File: src/rtl/iqueue_class_dispatch_fifo_pkg.sv
// Shared types for the in-order instruction queue: execution classes,
// queue entry layout and the per-lane dispatch view.
package iqueue_class_dispatch_fifo_pkg;

   localparam int NUM_EXEC_TYPES = 4;

   typedef enum logic [1:0] {
      EXEC_UNIT     = 2'd0,
      EXEC_UNIT_CMP = 2'd1,
      LDR_STR       = 2'd2,
      BRANCH        = 2'd3
   } enum_instr_execution_type;

   typedef struct packed {
      enum_instr_execution_type exec_type;
      logic [5:0]               op;
   } type_opcode;

   typedef struct packed {
      type_opcode  opcode;
      logic [4:0]  rd;
      logic [4:0]  rs1;
      logic [4:0]  rs2;
      logic [15:0] imm;
   } type_iqueue_entry;

   typedef struct packed {
      logic             valid;
      type_iqueue_entry instr;
   } type_iqueue_dispatch_lane;

endpackage

File: src/rtl/iqueue_class_dispatch_fifo_fifo_ptr_ctrl.sv
// Read/write pointer and occupancy bookkeeping for a power-of-two circular
// buffer; flush returns everything to the empty state in one cycle.
module fifo_ptr_ctrl
   import iqueue_class_dispatch_fifo_pkg::*;
#(
   parameter int LOG2_DEPTH = 3
) (
   input  logic                  clk,
   input  logic                  reset,
   input  logic                  flush,
   input  logic                  enq,
   input  logic                  deq,
   output logic [LOG2_DEPTH-1:0] wr_ptr,
   output logic [LOG2_DEPTH-1:0] rd_ptr,
   output logic [LOG2_DEPTH:0]   count,
   output logic                  full,
   output logic                  empty
);

   localparam logic [LOG2_DEPTH:0]   DEPTH_CNT = {1'b1, {LOG2_DEPTH{1'b0}}};
   localparam logic [LOG2_DEPTH-1:0] PTR_ONE   = LOG2_DEPTH'(1);

   logic [LOG2_DEPTH-1:0] wr_ptr_reg, wr_ptr_next;
   logic [LOG2_DEPTH-1:0] rd_ptr_reg, rd_ptr_next;
   logic [LOG2_DEPTH:0]   count_reg, count_next;

   always_comb begin
      wr_ptr_next = wr_ptr_reg;
      rd_ptr_next = rd_ptr_reg;
      count_next  = count_reg;
      if (flush) begin
         wr_ptr_next = '0;
         rd_ptr_next = '0;
         count_next  = '0;
      end else begin
         // Pointers wrap naturally because DEPTH is a power of two.
         if (enq) wr_ptr_next = wr_ptr_reg + PTR_ONE;
         if (deq) rd_ptr_next = rd_ptr_reg + PTR_ONE;
         count_next = count_reg + (LOG2_DEPTH+1)'(enq) - (LOG2_DEPTH+1)'(deq);
      end
   end

   always_ff @(posedge clk or posedge reset) begin
      if (reset) begin
         wr_ptr_reg <= '0;
         rd_ptr_reg <= '0;
         count_reg  <= '0;
      end else begin
         wr_ptr_reg <= wr_ptr_next;
         rd_ptr_reg <= rd_ptr_next;
         count_reg  <= count_next;
      end
   end

   assign wr_ptr = wr_ptr_reg;
   assign rd_ptr = rd_ptr_reg;
   assign count  = count_reg;
   assign full   = (count_reg == DEPTH_CNT);
   assign empty  = (count_reg == '0);

endmodule

File: src/rtl/iqueue_class_dispatch_fifo.sv
// In-order instruction queue: buffers decoded instructions and steers the
// head entry onto exactly one of four per-class dispatch lanes.
module iqueue_class_dispatch_fifo
   import iqueue_class_dispatch_fifo_pkg::*;
#(
   parameter int LOG2_DEPTH   = 3,
   parameter int AFULL_THRESH = (2**LOG2_DEPTH) - 2,
   parameter bit ENQ_BYPASS   = 1'b0
) (
   input  logic                      i_clk,
   input  logic                      reset,
   input  logic                      i_flush,
   input  logic                      i_enq_valid,
   input  type_iqueue_entry          i_enq_instr,
   output logic                      o_enq_ready,
   output logic [NUM_EXEC_TYPES-1:0] o_deq_valid,
   output type_iqueue_entry          o_deq_instr,
   input  logic [NUM_EXEC_TYPES-1:0] i_deq_ready,
   output logic [LOG2_DEPTH:0]       o_count,
   output logic                      o_full,
   output logic                      o_empty,
   output logic                      o_afull
);

   localparam int                  DEPTH     = 2**LOG2_DEPTH;
   localparam logic [LOG2_DEPTH:0] AFULL_CNT = (LOG2_DEPTH+1)'(AFULL_THRESH);
   localparam logic [LOG2_DEPTH:0] DEPTH_CNT = (LOG2_DEPTH+1)'(DEPTH);

   logic [LOG2_DEPTH-1:0]    wr_ptr, rd_ptr;
   logic                     enq, deq, bypass_active;
   type_iqueue_entry         mem_reg [DEPTH];
   type_iqueue_dispatch_lane head_lane;

   fifo_ptr_ctrl #(.LOG2_DEPTH(LOG2_DEPTH)) u_ptr_ctrl (
      .clk    (i_clk),
      .reset  (reset),
      .flush  (i_flush),
      .enq    (enq),
      .deq    (deq),
      .wr_ptr (wr_ptr),
      .rd_ptr (rd_ptr),
      .count  (o_count),
      .full   (o_full),
      .empty  (o_empty)
   );

   // Ready depends only on state and flush, never on dequeue this cycle.
   assign o_enq_ready   = !o_full && !i_flush;
   assign enq           = i_enq_valid && o_enq_ready;
   assign o_afull       = (o_count >= AFULL_CNT);
   assign bypass_active = ENQ_BYPASS && o_empty && enq;

   always_comb begin
      head_lane.valid = !reset && !i_flush && (!o_empty || bypass_active);
      head_lane.instr = bypass_active ? i_enq_instr : mem_reg[rd_ptr];
   end

   genvar gi;
   generate
      for (gi = 0; gi < NUM_EXEC_TYPES; gi++) begin : g_lane
         assign o_deq_valid[gi] = head_lane.valid &&
            (head_lane.instr.opcode.exec_type == enum_instr_execution_type'(gi));
      end
   endgenerate

   assign o_deq_instr = head_lane.instr;
   assign deq         = |(o_deq_valid & i_deq_ready);

   // A bypassed entry is also written; rd_ptr advances past it in the same cycle.
   always_ff @(posedge i_clk) begin
      if (enq) mem_reg[wr_ptr] <= i_enq_instr;
   end

   a_count_bound: assert property (@(posedge i_clk) disable iff (reset) o_count <= DEPTH_CNT);
   a_lane_onehot: assert property (@(posedge i_clk) disable iff (reset) $onehot0(o_deq_valid));

endmodule

File: config.mk
export PLATFORM = sky130hd
export DESIGN_NAME = iqueue_class_dispatch_fifo
export DESIGN_NICKNAME = d
export VERILOG_FILES = /design/src/rtl/iqueue_class_dispatch_fifo_pkg.sv /design/src/rtl/iqueue_class_dispatch_fifo_fifo_ptr_ctrl.sv /design/src/rtl/iqueue_class_dispatch_fifo.sv
export SDC_FILE = /design/constraint.sdc
export NUM_CORES = 1
export LEC_CHECK = 0
export CAP_MARGIN = 20
export CORE_AREA = 4 4 149 151
export CTS_CLUSTER_SIZE = 10
export DETAILED_ROUTE_END_ITERATION = 10
export DIE_AREA = 0 0 153 155
export PLACE_DENSITY_LB_ADDON = 0.2
export SLEW_MARGIN = 20
export SYNTH_ARGS = -nofsm -noshare
export SYNTH_HDL_FRONTEND = slang
export SYNTH_SLANG_ARGS = --single-unit
File: constraint.sdc
create_clock -name i_clk -period 11.8 [get_ports i_clk]
set_input_delay 1.77 -clock i_clk [delete_from_list [all_inputs] [get_ports i_clk]]
set_output_delay 1.77 -clock i_clk [all_outputs]
set_load 0.005 [all_outputs]
Word level (Yosys, flattened, before mapping)
Memories as Yosys holds them, arrays and structs flattened. Index checks and enable logic that the tools add are counted.

Multiply operators: 0. Bitwise gates (word level): 1. Shifts and indexed selects: 0. Add/sub/neg operators: 4. Mux-type cells: 7. Reduce and logical (&&, ||, !) cells: 17. Order comparisons: 1. Div/mod/pow operators: 0. Eq/ne operators: 4.

Operators by type and width (count): 2-to-1 mux 3 bit (4); logical AND 1 bit (8); adder 3 x 1 -> 3 bit (second input constant) (2); adder 4 x 1 -> 4 bit (1); bitwise AND 4 bit (1); == test 2 bit (second input constant) (2); == test 4 bit (second input constant) (1); >= comparator 4 x 3 -> 1 bit (second input constant) (1); zero test 1 bit (4); zero test 4 bit (1); 2-to-1 mux 4 bit (1); nonzero test 2 bit (2); OR reduction 4 bit (1); subtractor 4 x 1 -> 4 bit (1); == test 2 x 1 -> 1 bit (second input constant) (1); zero test 2 bit (1); 2-to-1 mux 1 bit (2).

Input bits: 47. Memories kept: 1. ROM bits: 0. Bits in registers: 10. Latch bits: 0. Logic and storage cells: 38. RAM bits: 312. Output and inout port bits: 51.

Memory list: mem_reg (words 8, bits a word 39, rd ports 1, clocked after Yosys merged registers in 0, wr ports 1, line iqueue_class_dispatch_fifo.sv:31) `type_iqueue_entry mem_reg [DEPTH];`.

Longest topological paths before layout
Gate-level depths: netlist of the first run.

Depth after elaboration: 8. Depth in mapped cells: 13. Mapped depth without buffers: 12.

Modules after synthesis
A second synthesis of the first run with hierarchy kept.

Cells, all modules: 531. Area, all modules: 12385.6 sq um.

By module, submodules not included: iqueue_class_dispatch_fifo (times used 1, area each 11821.3 sq um, sequential area each 9369.0 sq um, cells each 478); fifo_ptr_ctrl (times used 1, area each 564.3 sq um, sequential area each 250.2 sq um, cells each 53).

Least setup slack after synthesis of the first run
OpenSTA, ideal clock, no wires.

Kind: input port to flip-flop. From: input port i_flush. To: memory mem_reg[0][0] (netlist bit), enable pin. Path slack: 5.486 ns. Cell stages on the path: 3. Data required time: 11.267 ns. Arrival time: 5.782 ns. Cells stage by stage: nor2_1 > nand2_1 > nor4_1.

Word-level cells in the longest chain between the ends: 5.

Ends and longest elaborated chain: from (decl) (line iqueue_class_dispatch_fifo.sv:12) `input logic i_flush,`; zero test 1 bit (line iqueue_class_dispatch_fifo.sv:48) `assign o_enq_ready = !o_full && !i_flush;`; logical AND 1 bit (line iqueue_class_dispatch_fifo.sv:48); logical AND 1 bit (line iqueue_class_dispatch_fifo.sv:49) `assign enq = i_enq_valid && o_enq_ready;`; 2-to-1 mux 1 bit (line iqueue_class_dispatch_fifo.sv:71) `if (enq) mem_reg[wr_ptr] <= i_enq_instr;`; 2-to-1 mux 1 bit (not written as such) (line iqueue_class_dispatch_fifo.sv:71); to (decl) (line iqueue_class_dispatch_fifo.sv:31).

No other way between the ends.

Worst setup path in the final report of the first run
From: register u_ptr_ctrl.rd_ptr_reg[2] (netlist: u_ptr_ctrl.rd_ptr[2]). To: output port o_deq_valid[1].

Word-level cells in the longest chain between the ends: 3.

Ends and longest elaborated chain: from (decl) (line iqueue_class_dispatch_fifo_fifo_ptr_ctrl.sv:24) `logic [LOG2_DEPTH-1:0] rd_ptr_reg, rd_ptr_next;`; from (signal assigned) (line iqueue_class_dispatch_fifo_fifo_ptr_ctrl.sv:50) `rd_ptr_reg <= rd_ptr_next;`; memory read (8 x 39 bit); == test 2 x 1 -> 1 bit (line iqueue_class_dispatch_fifo.sv:62) `(head_lane.instr.opcode.exec_type == enum_instr_execution_type'(gi));`; logical AND 1 bit (line iqueue_class_dispatch_fifo.sv:61) `assign o_deq_valid[gi] = head_lane.valid &&`; to (decl) (line iqueue_class_dispatch_fifo.sv:16) `output logic [NUM_EXEC_TYPES-1:0] o_deq_valid,`.

No other way between the ends.

==> results.json, run 1 <==
{
  "max_freq_mhz": 177,
  "grt_use_total_pct": 21.1,
  "die_h_um": 155,
  "p_switching_uw": 609,
  "worst_slack_ns": 6.16,
  "antenna_found_initial": 0,
  "nets": 795,
  "dieWidth_um": 153,
  "largest_register_ffs": 312,
  "vias_per_cell": 5.86,
  "grt_setup_unrepaired": "no",
  "drv_cap": 0,
  "num_antenna_cells": 0,
  "min_period_over_period_pct": 47.8,
  "ios": 98,
  "numCtsBuffers": 38,
  "antenna_left": 0,
  "worstSetupEndpointType": "output pin",
  "cts_sinks": 322,
  "crit_arrival_ns": 3.87,
  "cp_cell_sequence": "inv_2, mux4_2, nand2b_1, nor2_1, clkdlybuf4s50_1",
  "worstSetupPathType": "flip-flop to output pin",
  "period_minus_slack_ns": 5.64,
  "rows": 53,
  "grt_first_pass_wirelength_um": 37900,
  "power_frac_seq_pct": 49.1,
  "clkPwrFrac_pct": 36.0,
  "drt_iter0_drc": 457,
  "cp-start-kind": "flip-flop",
  "status": "complete, no violations",
  "htreeDepth": 2,
  "postSynthCellCount": 614,
  "io_buffers": 97,
  "synth_area_mm2": 0.0124,
  "p_per_area_mw_per_mm2": 184,
  "root_buffer": "clkbuf_16",
  "syn2layout_area_growth_pct": 19.3,
  "postCtsSetupBuffers": 0,
  "cts_tree": "built",
  "grt_overflow": 0,
  "finalWirelength_um": 24500,
  "skew_ns": 0.0147,
  "drive_gt1_share_pct": 20.5,
  "dp_hpwl_um": 13200,
  "cp_slowest_stage_delay_ns": 1.07,
  "cp_slowest_cell": "dfrtp_2",
  "hold_class": "flip-flop to flip-flop",
  "yosys.cell_types.count": 31,
  "cts_hold_buf": 0,
  "cp_data_required_time_ns": 10.03,
  "comb_power_share_pct": 14.9,
  "num_vias": 5991,
  "clock_latency_ns": 0.51,
  "finalHoldViolations": 0,
  "maxSlewViolCount": 0,
  "setup_viol": 0,
  "cp_max_fo": 41,
  "cts_max_path_buffers": 3,
  "grt_max_degree": 80,
  "dp_slack_ns": 6.23,
  "cts_resized": 0,
  "yosysSeqAreaShare_pct": 77.4,
  "drtPass1Iterations": 4,
  "path_clk_slew_ns": 0.06,
  "p_sw_share_pct": 22.3,
  "max-vdd-ir-drop_v": 0.000138,
  "dieArea_mm2": 0.0237,
  "synth_area_per_cell_um2": 20.2,
  "grt_pass1_vias": 6504,
  "tightest_slew_ns": 1.08,
  "drc": 0,
  "routedWlPerCell_um": 24.0,
  "start_util_pct": 59.7,
  "core_area_mm2": 0.0208,
  "hold_ws_ns": 0.677,
  "ys_warn_count": 0,
  "slew_headroom_pct": 28.2,
  "leakagePower_uw": 0.00485,
  "internal_power_uw": 2120,
  "ys_ff_latch": 322,
  "gp_congestion": 0.722,
  "syn_nets": 671,
  "final.setup.tns_ns": 0
}
-- critical path, delay by kind of cell, from the launching register on --
kind | cells | cell delay (ns)
buf+inv | 2 | 1.25
flops | 1 | 1.07
mux | 1 | 0.72
simple gates | 2 | 0.31
-- final timing paths --
check / start / to / slack (ns) / cells after the start
setup reg to reg: u_ptr_ctrl.rd_ptr[2] / u_ptr_ctrl.count[2] / 7.40 / 10
setup / recovery: u_ptr_ctrl.rd_ptr[2] / o_deq_valid[1] / 6.16 / 5
min in group asynchronous: reset / u_ptr_ctrl.rd_ptr[0] / 1.59 / 2
hold / removal: u_ptr_ctrl.wr_ptr[1] / u_ptr_ctrl.wr_ptr[1] / 0.68 / 2
max in group asynchronous: reset / u_ptr_ctrl.rd_ptr[1] / 9.91 / 2
hold reg to reg: u_ptr_ctrl.wr_ptr[1] / u_ptr_ctrl.wr_ptr[1] / 0.68 / 2
-- metrics by stage --
step / cells / power, uW / util (%) / cell area, um2
after floorplan: 614 / 1590 / - / 12400
after global placement: 972 / 1760 / 66.2 / 13800
after detailed placement: 972 / 1770 / 66.2 / 13800
after CTS: 1021 / 2760 / 71.1 / 14800
after global routing: 1022 / 2840 / 71.2 / 14800
final: 1022 / 2730 / 71.2 / 14800
-- cell usage in the layout, fill, tap and decap left out, types with 2 or more instances in the layout --
cell type and n:
dfrtp_1 7, inv_1 9, clkbuf_1 6, clkdlybuf4s50_1 97, clkbuf_16 38, mux2_2 4
ha_1 9, buf_4 14, inv_6 2, edfxtp_1 312, dfrtp_4 2, xnor2_1 3
mux4_2 78, nand2_1 119, nand2b_1 6, nor2_1 9, nor2b_1 3, nor3_2 4
nor2_4 3
-- final cells by class --
type,count,area (um2)
Multi-Input combinational cell,254,2690
Sequential cell,322,9630
Clock buffer,44,973
Tap cell,275,344
Inverter,10,37.5
Timing Repair Buffer,112,1100
Clock inverter,5,45.0
Fill cell,1293,6000
-- per-layer routing --
metal	track usage (%)	wire, um
met1	28.3	9710
met4	5.98	446
met3	4.65	1560
met2	35.7	12800
met5	0	0
-- cells in the mapped netlist --
| cell | n | area [um2] |
|---|---|---|
| edfxtp_1 | 312 | 9370 |
| nand2_1 | 119 | 447 |
| mux4_2 | 78 | 1760 |
| clkbuf_1 | 15 | 56.3 |
| nor2_1 | 12 | 45.0 |
| buf_1 | 10 | 37.5 |
| dfrtp_1 | 10 | 250 |
| inv_1 | 10 | 37.5 |
| ha_1 | 9 | 113 |
| nand2b_1 | 6 | 37.5 |
| nor3_1 | 5 | 25.0 |
| mux2_2 | 4 | 45.0 |
| nor2b_1 | 3 | 18.8 |
| xnor2_1 | 3 | 26.3 |
| buf_6 | 2 | 22.5 |
| a21o_1 | 1 | 7.51 |
| a21oi_1 | 1 | 5.00 |
| a311oi_1 | 1 | 8.76 |
| a31o_1 | 1 | 8.76 |
| and2_4 | 1 | 8.76 |
| and3_1 | 1 | 6.26 |
| buf_2 | 1 | 5.00 |
| fa_1 | 1 | 20.0 |
| mux2_4 | 1 | 15.0 |
| mux2i_1 | 1 | 10.0 |
| nand4b_1 | 1 | 8.76 |
| nor3b_1 | 1 | 7.51 |
| nor4_1 | 1 | 6.26 |
| o21ai_0 | 1 | 5.00 |
| o21ai_1 | 1 | 5.00 |
| xor2_1 | 1 | 8.76 |
-- power groups by stage --
| stage | registers [uW] | clock network [uW] | logic, uW |
|---|---|---|---|
| finish | 1340 | 980 | 407 |
| global route | 1340 | 1050 | 442 |
| CTS | 1340 | 1000 | 414 |
| detailed placement | 1360 | 0 | 409 |
| global placement | 1360 | 0 | 402 |
| floorplan | 1340 | 0 | 254 |
-- cell families after synthesis --
| logic type | Yosys count | share of synthesized area [%] |
|---|---|---|
| DFF | 322 | 77.4 |
| muxes | 84 | 14.7 |
| xor gates and xnor gates | 4 | 0.282 |
| buffers and inverters | 38 | 1.28 |
| and+or+nand+nor | 150 | 4.92 |
| adders and majority gates | 10 | 1.07 |
| AOI/OAI and AO/OA | 6 | 0.322 |
(Power assumes the default switching activity.)
==> run 2: changes to the inputs <==
--- a/config.mk
+++ b/config.mk
@@ -6,10 +6,10 @@
 export NUM_CORES = 1
 export LEC_CHECK = 0
 export CAP_MARGIN = 20
-export CORE_AREA = 4 4 149 151
+export CORE_AREA = 4 4 160 162
 export CTS_CLUSTER_SIZE = 10
 export DETAILED_ROUTE_END_ITERATION = 10
-export DIE_AREA = 0 0 153 155
+export DIE_AREA = 0 0 164 166
 export PLACE_DENSITY_LB_ADDON = 0.2
 export SLEW_MARGIN = 20
 export SYNTH_ARGS = -nofsm -noshare
==> constraint.sdc (replaced) <==
create_clock -name i_clk -period 5.1 [get_ports i_clk]
set_input_delay 0.765 -clock i_clk [delete_from_list [all_inputs] [get_ports i_clk]]
set_output_delay 0.765 -clock i_clk [all_outputs]
set_load 0.005 [all_outputs]
==> run 2 against run 1 <==
  * Worst setup slack got worse by 4.8 ns
  * Clock power grew 130%
  * Via count increased by 0.22%
  * Power increased by 130%
  * Wire length is 1.4% higher
  * Final area grew 0.18%
  * First-iteration DRC count shrank 13%
  * Global-route usage is 2.4 points lower
  * Highest routed layer unchanged
  * Critical path type unchanged
  * Largest cell class unchanged
==> results.json, run 2 (synthesis gave the netlist of run 1 again) <==
{
  "drt_iter0_drc": 396,
  "cts_hold_buf": 0,
  "mostFrequentLayoutCells": "312 x edfxtp_1, 119 x nand2_1, 97 x clkdlybuf4s50_1",
  "slew_headroom_pct": 45.4,
  "max-vdd-ir-drop_v": 0.000339,
  "leakagePower_uw": 0.00483,
  "p_sw_share_pct": 22.2,
  "worst_slack_ns": 1.33,
  "tightest_slew_ns": 0.819,
  "num_antenna_cells": 0,
  "routedWlPerCell_um": 23.3,
  "grt_max_degree": 42,
  "postCtsSetupBuffers": 0,
  "clock_latency_ns": 0.51,
  "gp_congestion": 0.762,
  "maxSlewViolCount": 0,
  "final.setup.tns_ns": 0,
  "hold_class": "primary input to async pin",
  "power_frac_seq_pct": 48.8,
  "cp_max_fo": 40,
  "cts_resized": 0,
  "nets": 795,
  "grt_first_pass_wirelength_um": 38300,
  "drc": 0,
  "setup_viol": 0,
  "vias_per_cell": 5.63,
  "dp_slack_ns": 1.49,
  "p_switching_uw": 1390,
  "dieArea_mm2": 0.0272,
  "finalHoldViolations": 0,
  "cp-start-kind": "flip-flop",
  "ios": 98,
  "rows": 57,
  "largest_register_ffs": 312,
  "n_fill_cell": 1785,
  "io_buffers": 97,
  "core_area_mm2": 0.0241,
  "crit_arrival_ns": 3.00,
  "clkPwrFrac_pct": 35.8,
  "grt_use_total_pct": 18.7,
  "grt_overflow": 0,
  "drv_cap": 0,
  "drive_gt1_share_pct": 20.3,
  "finalWirelength_um": 24800,
  "max_freq_mhz": 265,
  "dp.cells": 1022,
  "syn2layout_area_growth_pct": 19.5,
  "root_buffer": "clkbuf_16",
  "start_util_pct": 51.5,
  "dpl_cell_area_mm2": 0.0139,
  "cts_max_path_buffers": 3,
  "final_cell_area_mm2": 0.0149,
  "htreeDepth": 2,
  "skew_ns": 0.0144,
  "antenna_found_initial": 0,
  "p_per_area_mw_per_mm2": 423,
  "die_h_um": 166,
  "final_util_pct": 61.6,
  "internal_power_uw": 4890,
  "comb_power_share_pct": 15.4,
  "grt_pass1_vias": 6444,
  "worstSetupPathType": "flip-flop to output pin",
  "drtPass1Iterations": 4,
  "final_common_cell": "edfxtp_1",
  "grt_setup_unrepaired": "no",
  "numCtsBuffers": 38,
  "status": "complete, no violations",
  "cts_sinks": 322,
  "cp_data_required_time_ns": 4.34,
  "worstSetupEndpointType": "output pin",
  "fin_cells": 1067,
  "period_minus_slack_ns": 3.77,
  "path_clk_slew_ns": 0.06,
  "min_period_over_period_pct": 73.9,
  "antenna_left": 0,
  "cts_tree": "built",
  "num_vias": 6004,
  "dp_hpwl_um": 13500,
  "dieWidth_um": 164
}
-- run 2: layout make-up --
cell class,instances,area (um2),share of cell area (%)
sequential,322,9630,64.8
multi-input combinational,254,2700,18.2
timing repair buffer,112,1080,7.30
clock buffer,43,970,6.53
tap,324,405,2.73
inverter,10,37.5,0.253
clock inverter,2,25.0,0.168
-- run 2: per-layer routing --
metal | vias up | GRT usage (%) | routed length [um]
li1 | 2662 | - | -
met1 | 3138 | 25.6 | 10200
met2 | 162 | 31.5 | 12900
met3 | 42 | 3.50 | 1260
met4 | 0 | 4.70 | 475
met5 | - | 0 | 0
-- run 2: critical path, cell delays in order (launching register included) --
cell             delay, ns
dfrtp_4               0.81
buf_4                 0.62
mux4_2                0.41
nand2_1               0.08
nand2_1               0.09
clkdlybuf4s50_1       0.46
-- run 2: through the flow --
| step | hold WS [ns] | power (uW) |
|---|---|---|
| after global placement | 0.673 | 4090 |
| after global routing | 0.637 | 6560 |
| after CTS | 0.581 | 6360 |
| after detailed placement | 0.706 | 4110 |
| final | 0.580 | 6280 |
| after floorplan | 0.593 | 3690 |
-- run 2: worst paths after layout --
| kind | start | end | slack (ns) | depth (start not counted) |
|---|---|---|---|---|
| hold reg to reg | u_ptr_ctrl.wr_ptr[1] | u_ptr_ctrl.wr_ptr[1] | 0.72 | 2 |
| min in group i_clk | u_ptr_ctrl.wr_ptr[1] | u_ptr_ctrl.wr_ptr[1] | 0.72 | 2 |
| hold / removal | reset | u_ptr_ctrl.wr_ptr[1] | 0.58 | 2 |
| setup / recovery | u_ptr_ctrl.rd_ptr[1] | o_deq_instr[10] | 1.33 | 5 |
| setup reg to reg | u_ptr_ctrl.rd_ptr[1] | u_ptr_ctrl.count[2] | 1.65 | 10 |
| max in group asynchronous | reset | u_ptr_ctrl.rd_ptr[1] | 4.20 | 2 |
-- run 2: power by group through the flow --
stage / Combinational [uW] / Clock (uW) / Sequential, uW
after floorplan: 589 / 0 / 3100
after global placement: 978 / 0 / 3110
after detailed placement: 991 / 0 / 3120
after CTS: 997 / 2300 / 3070
after global routing: 1060 / 2420 / 3070
final: 970 / 2250 / 3060
==> run 3: changes to the inputs <==
--- a/config.mk
+++ b/config.mk
@@ -6,10 +6,10 @@
 export NUM_CORES = 1
 export LEC_CHECK = 0
 export CAP_MARGIN = 20
-export CORE_AREA = 4 4 160 162
+export CORE_AREA = 4 4 152 154
 export CTS_CLUSTER_SIZE = 10
 export DETAILED_ROUTE_END_ITERATION = 10
-export DIE_AREA = 0 0 164 166
+export DIE_AREA = 0 0 156 158
 export PLACE_DENSITY_LB_ADDON = 0.2
 export SLEW_MARGIN = 20
 export SYNTH_ARGS = -nofsm -noshare
==> constraint.sdc (replaced) <==
create_clock -name i_clk -period 3.67 [get_ports i_clk]
set_input_delay 0.5505 -clock i_clk [delete_from_list [all_inputs] [get_ports i_clk]]
set_output_delay 0.5505 -clock i_clk [all_outputs]
set_load 0.005 [all_outputs]
==> run 3 against run 2 <==
  * Non-clock buffer count is 4 higher
  * Sequential share of layout area shrank 0.42 points
  * Clock power is 40% higher
  * Sequential power rose by 39%
  * Register-to-register slack got worse by 1.2 ns
  * Wire length shrank 2.1%
  * First-iteration DRC count grew 11%
  * Combinational power rose by 42%
  * Largest power group unchanged
  * Via count increased by 0.90%
  * Critical path depth unchanged
==> results.json, run 3 (synthesis gave the netlist of run 1 again) <==
{
  "cp_slowest_stage_delay_ns": 0.59,
  "setup_viol": 0,
  "drv_cap": 0,
  "start_util_pct": 57.3,
  "grt_first_pass_wirelength_um": 38000,
  "worst_slack_ns": 0.249,
  "num_antenna_cells": 0,
  "max-vdd-ir-drop_v": 0.000405,
  "grtUsageMet3_pct": 4.07,
  "cts_hold_buf": 0,
  "crit_start": "u_ptr_ctrl.rd_ptr[0]",
  "drc": 0,
  "r2r_end": "u_ptr_ctrl.count[2]",
  "final_common_cell": "edfxtp_1",
  "cp_slowest_cell": "clkbuf_8",
  "slew_headroom_pct": 47.3,
  "cp_data_required_time_ns": 3.12,
  "worstSetupEndpointType": "output pin",
  "finalHoldViolations": 0,
  "cp_max_fo": 55,
  "root_buffer": "clkbuf_16",
  "ios": 98,
  "core_area_mm2": 0.0217,
  "worstSetupPathType": "flip-flop to output pin",
  "rows": 54,
  "rr_startpoint": "u_ptr_ctrl.rd_ptr[0]",
  "tightest_slew_ns": 0.790,
  "leakagePower_uw": 0.00488,
  "hold_class": "primary input to async pin",
  "grt_overflow": 0,
  "grt-busiest-layer": "met2",
  "crit_arrival_ns": 2.87,
  "dieWidth_um": 156,
  "path_clk_slew_ns": 0.06,
  "period_minus_slack_ns": 3.42,
  "cts_tree": "built",
  "maxSlewViolCount": 0,
  "clock_latency_ns": 0.50,
  "power_uw": 8800,
  "syn2layout_area_growth_pct": 20.3,
  "drtPass1Iterations": 4,
  "dp_slack_ns": 0.396,
  "grt_max_degree": 56,
  "gr-usage-met1_pct": 27.4,
  "p_per_area_mw_per_mm2": 589,
  "mostFrequentLayoutCells": "312 x edfxtp_1, 119 x nand2_1, 97 x clkdlybuf4s50_1",
  "io_buffers": 97,
  "antenna_left": 0,
  "hold_ws_ns": 0.368,
  "finalWirelength_um": 24300,
  "min_period_over_period_pct": 93.2,
  "cts_sinks": 322,
  "htreeDepth": 2,
  "path_common_cell": "nand2_1",
  "nets": 799,
  "drive_gt1_share_pct": 20.8,
  "grt_use_total_pct": 20.6,
  "critPathBufInv": 2,
  "drt_iter0_drc": 440,
  "max_freq_mhz": 292,
  "gp_congestion": 0.743,
  "routedWlPerCell_um": 23.6,
  "antenna_found_initial": 1,
  "num_vias": 6058,
  "final_util_pct": 68.9,
  "die_h_um": 158,
  "dieArea_mm2": 0.0246,
  "ff2ff_path_depth": 10,
  "skew_ns": 0.00721,
  "cp-start-kind": "flip-flop",
  "crit_family": "buffers and inverters",
  "dp_hpwl_um": 12900,
  "status": "complete, no violations",
  "r2r_setup_slack_ns": 0.45,
  "crit_end": "o_deq_instr[7]",
  "numCtsBuffers": 38,
  "grt_pass1_vias": 6464,
  "grt_setup_unrepaired": "no",
  "grt_use_met2_pct": 35.6,
  "largest_register_ffs": 312,
  "cts_max_path_buffers": 3,
  "cp_cell_sequence": "clkbuf_8, mux4_2, nand2_1, nand2_1, clkdlybuf4s50_1",
  "vias_per_cell": 5.89,
  "cp_num_cells": 5
}
==> run 3: cell count changes in the layout (fill, tap and decap cells not counted), sizes merged <==
cell    delta
buf        +3
clkbuf     +3
clkinv     -2
inv        +2
==> run 3: worst min path at each step <==
stage,from,to,slack [ns],cells after the start
final,reset,u_ptr_ctrl.wr_ptr[0],0.37,2
after floorplan,reset,u_ptr_ctrl.count[0],0.39,1
after CTS,reset,u_ptr_ctrl.rd_ptr[1],0.36,2
after detailed placement,u_ptr_ctrl.wr_ptr[1],u_ptr_ctrl.wr_ptr[1],0.73,2
after global routing,reset,u_ptr_ctrl.count[1],0.39,2
after global placement,u_ptr_ctrl.wr_ptr[1],u_ptr_ctrl.wr_ptr[1],0.68,2
==> run 3: worst register-to-register path, delay by kind of cell (launching register included) <==
| family | cells | cell delay (ns) |
|---|---|---|
| XOR/XNOR | 1 | 0.16 |
| adder cells (fa/ha/maj) | 3 | 0.87 |
| buffers and inverters | 1 | 0.04 |
| flip-flops | 1 | 0.48 |
| multiplexers | 3 | 1.30 |
| AND/OR/NAND/NOR | 2 | 0.26 |
==> run 3: stage by stage <==
step           cell area, um2  setup TNS, ns  cells
2_1_floorplan           12400         -73.40    614
6_report                14900              0   1029
3_5_place_dp            13900              0    982
4_1_cts                 14900              0   1029
5_1_grt                 14900              0   1029
3_3_place_gp            13900              0    982
==> run 3: power breakdown <==
group | internal (uW) | total [uW] | switching, uW | leakage [uW]
Sequential | 4190 | 4260 | 66.7 | 0.00295
Clock | 1890 | 3160 | 1270 | 0.000497
Combinational | 778 | 1380 | 601 | 0.00144
==> run 3: metal layers <==
metal	vias up	routed length [um]
met5	-	16
met4	2	438
met3	44	1770
met2	235	12600
met1	3107	9500
li1	2670	-
==> run 3: final cells by class <==
class / instances / area (um2)
Inverter: 10 / 37.5
Fill cell: 1350 / 6740
Clock buffer: 45 / 998
Sequential cell: 322 / 9630
Clock inverter: 2 / 17.5
Timing Repair Buffer: 116 / 1210
Multi-Input combinational cell: 254 / 2710
Tap cell: 280 / 350
==> run 3: repair_timing <==
item,CTS,global route
gates resized for setup,1,1
setup endpoints to repair,26,1
buffers inserted,0,0
endpoints found under the hold margin,0,0
gates cloned,0,0
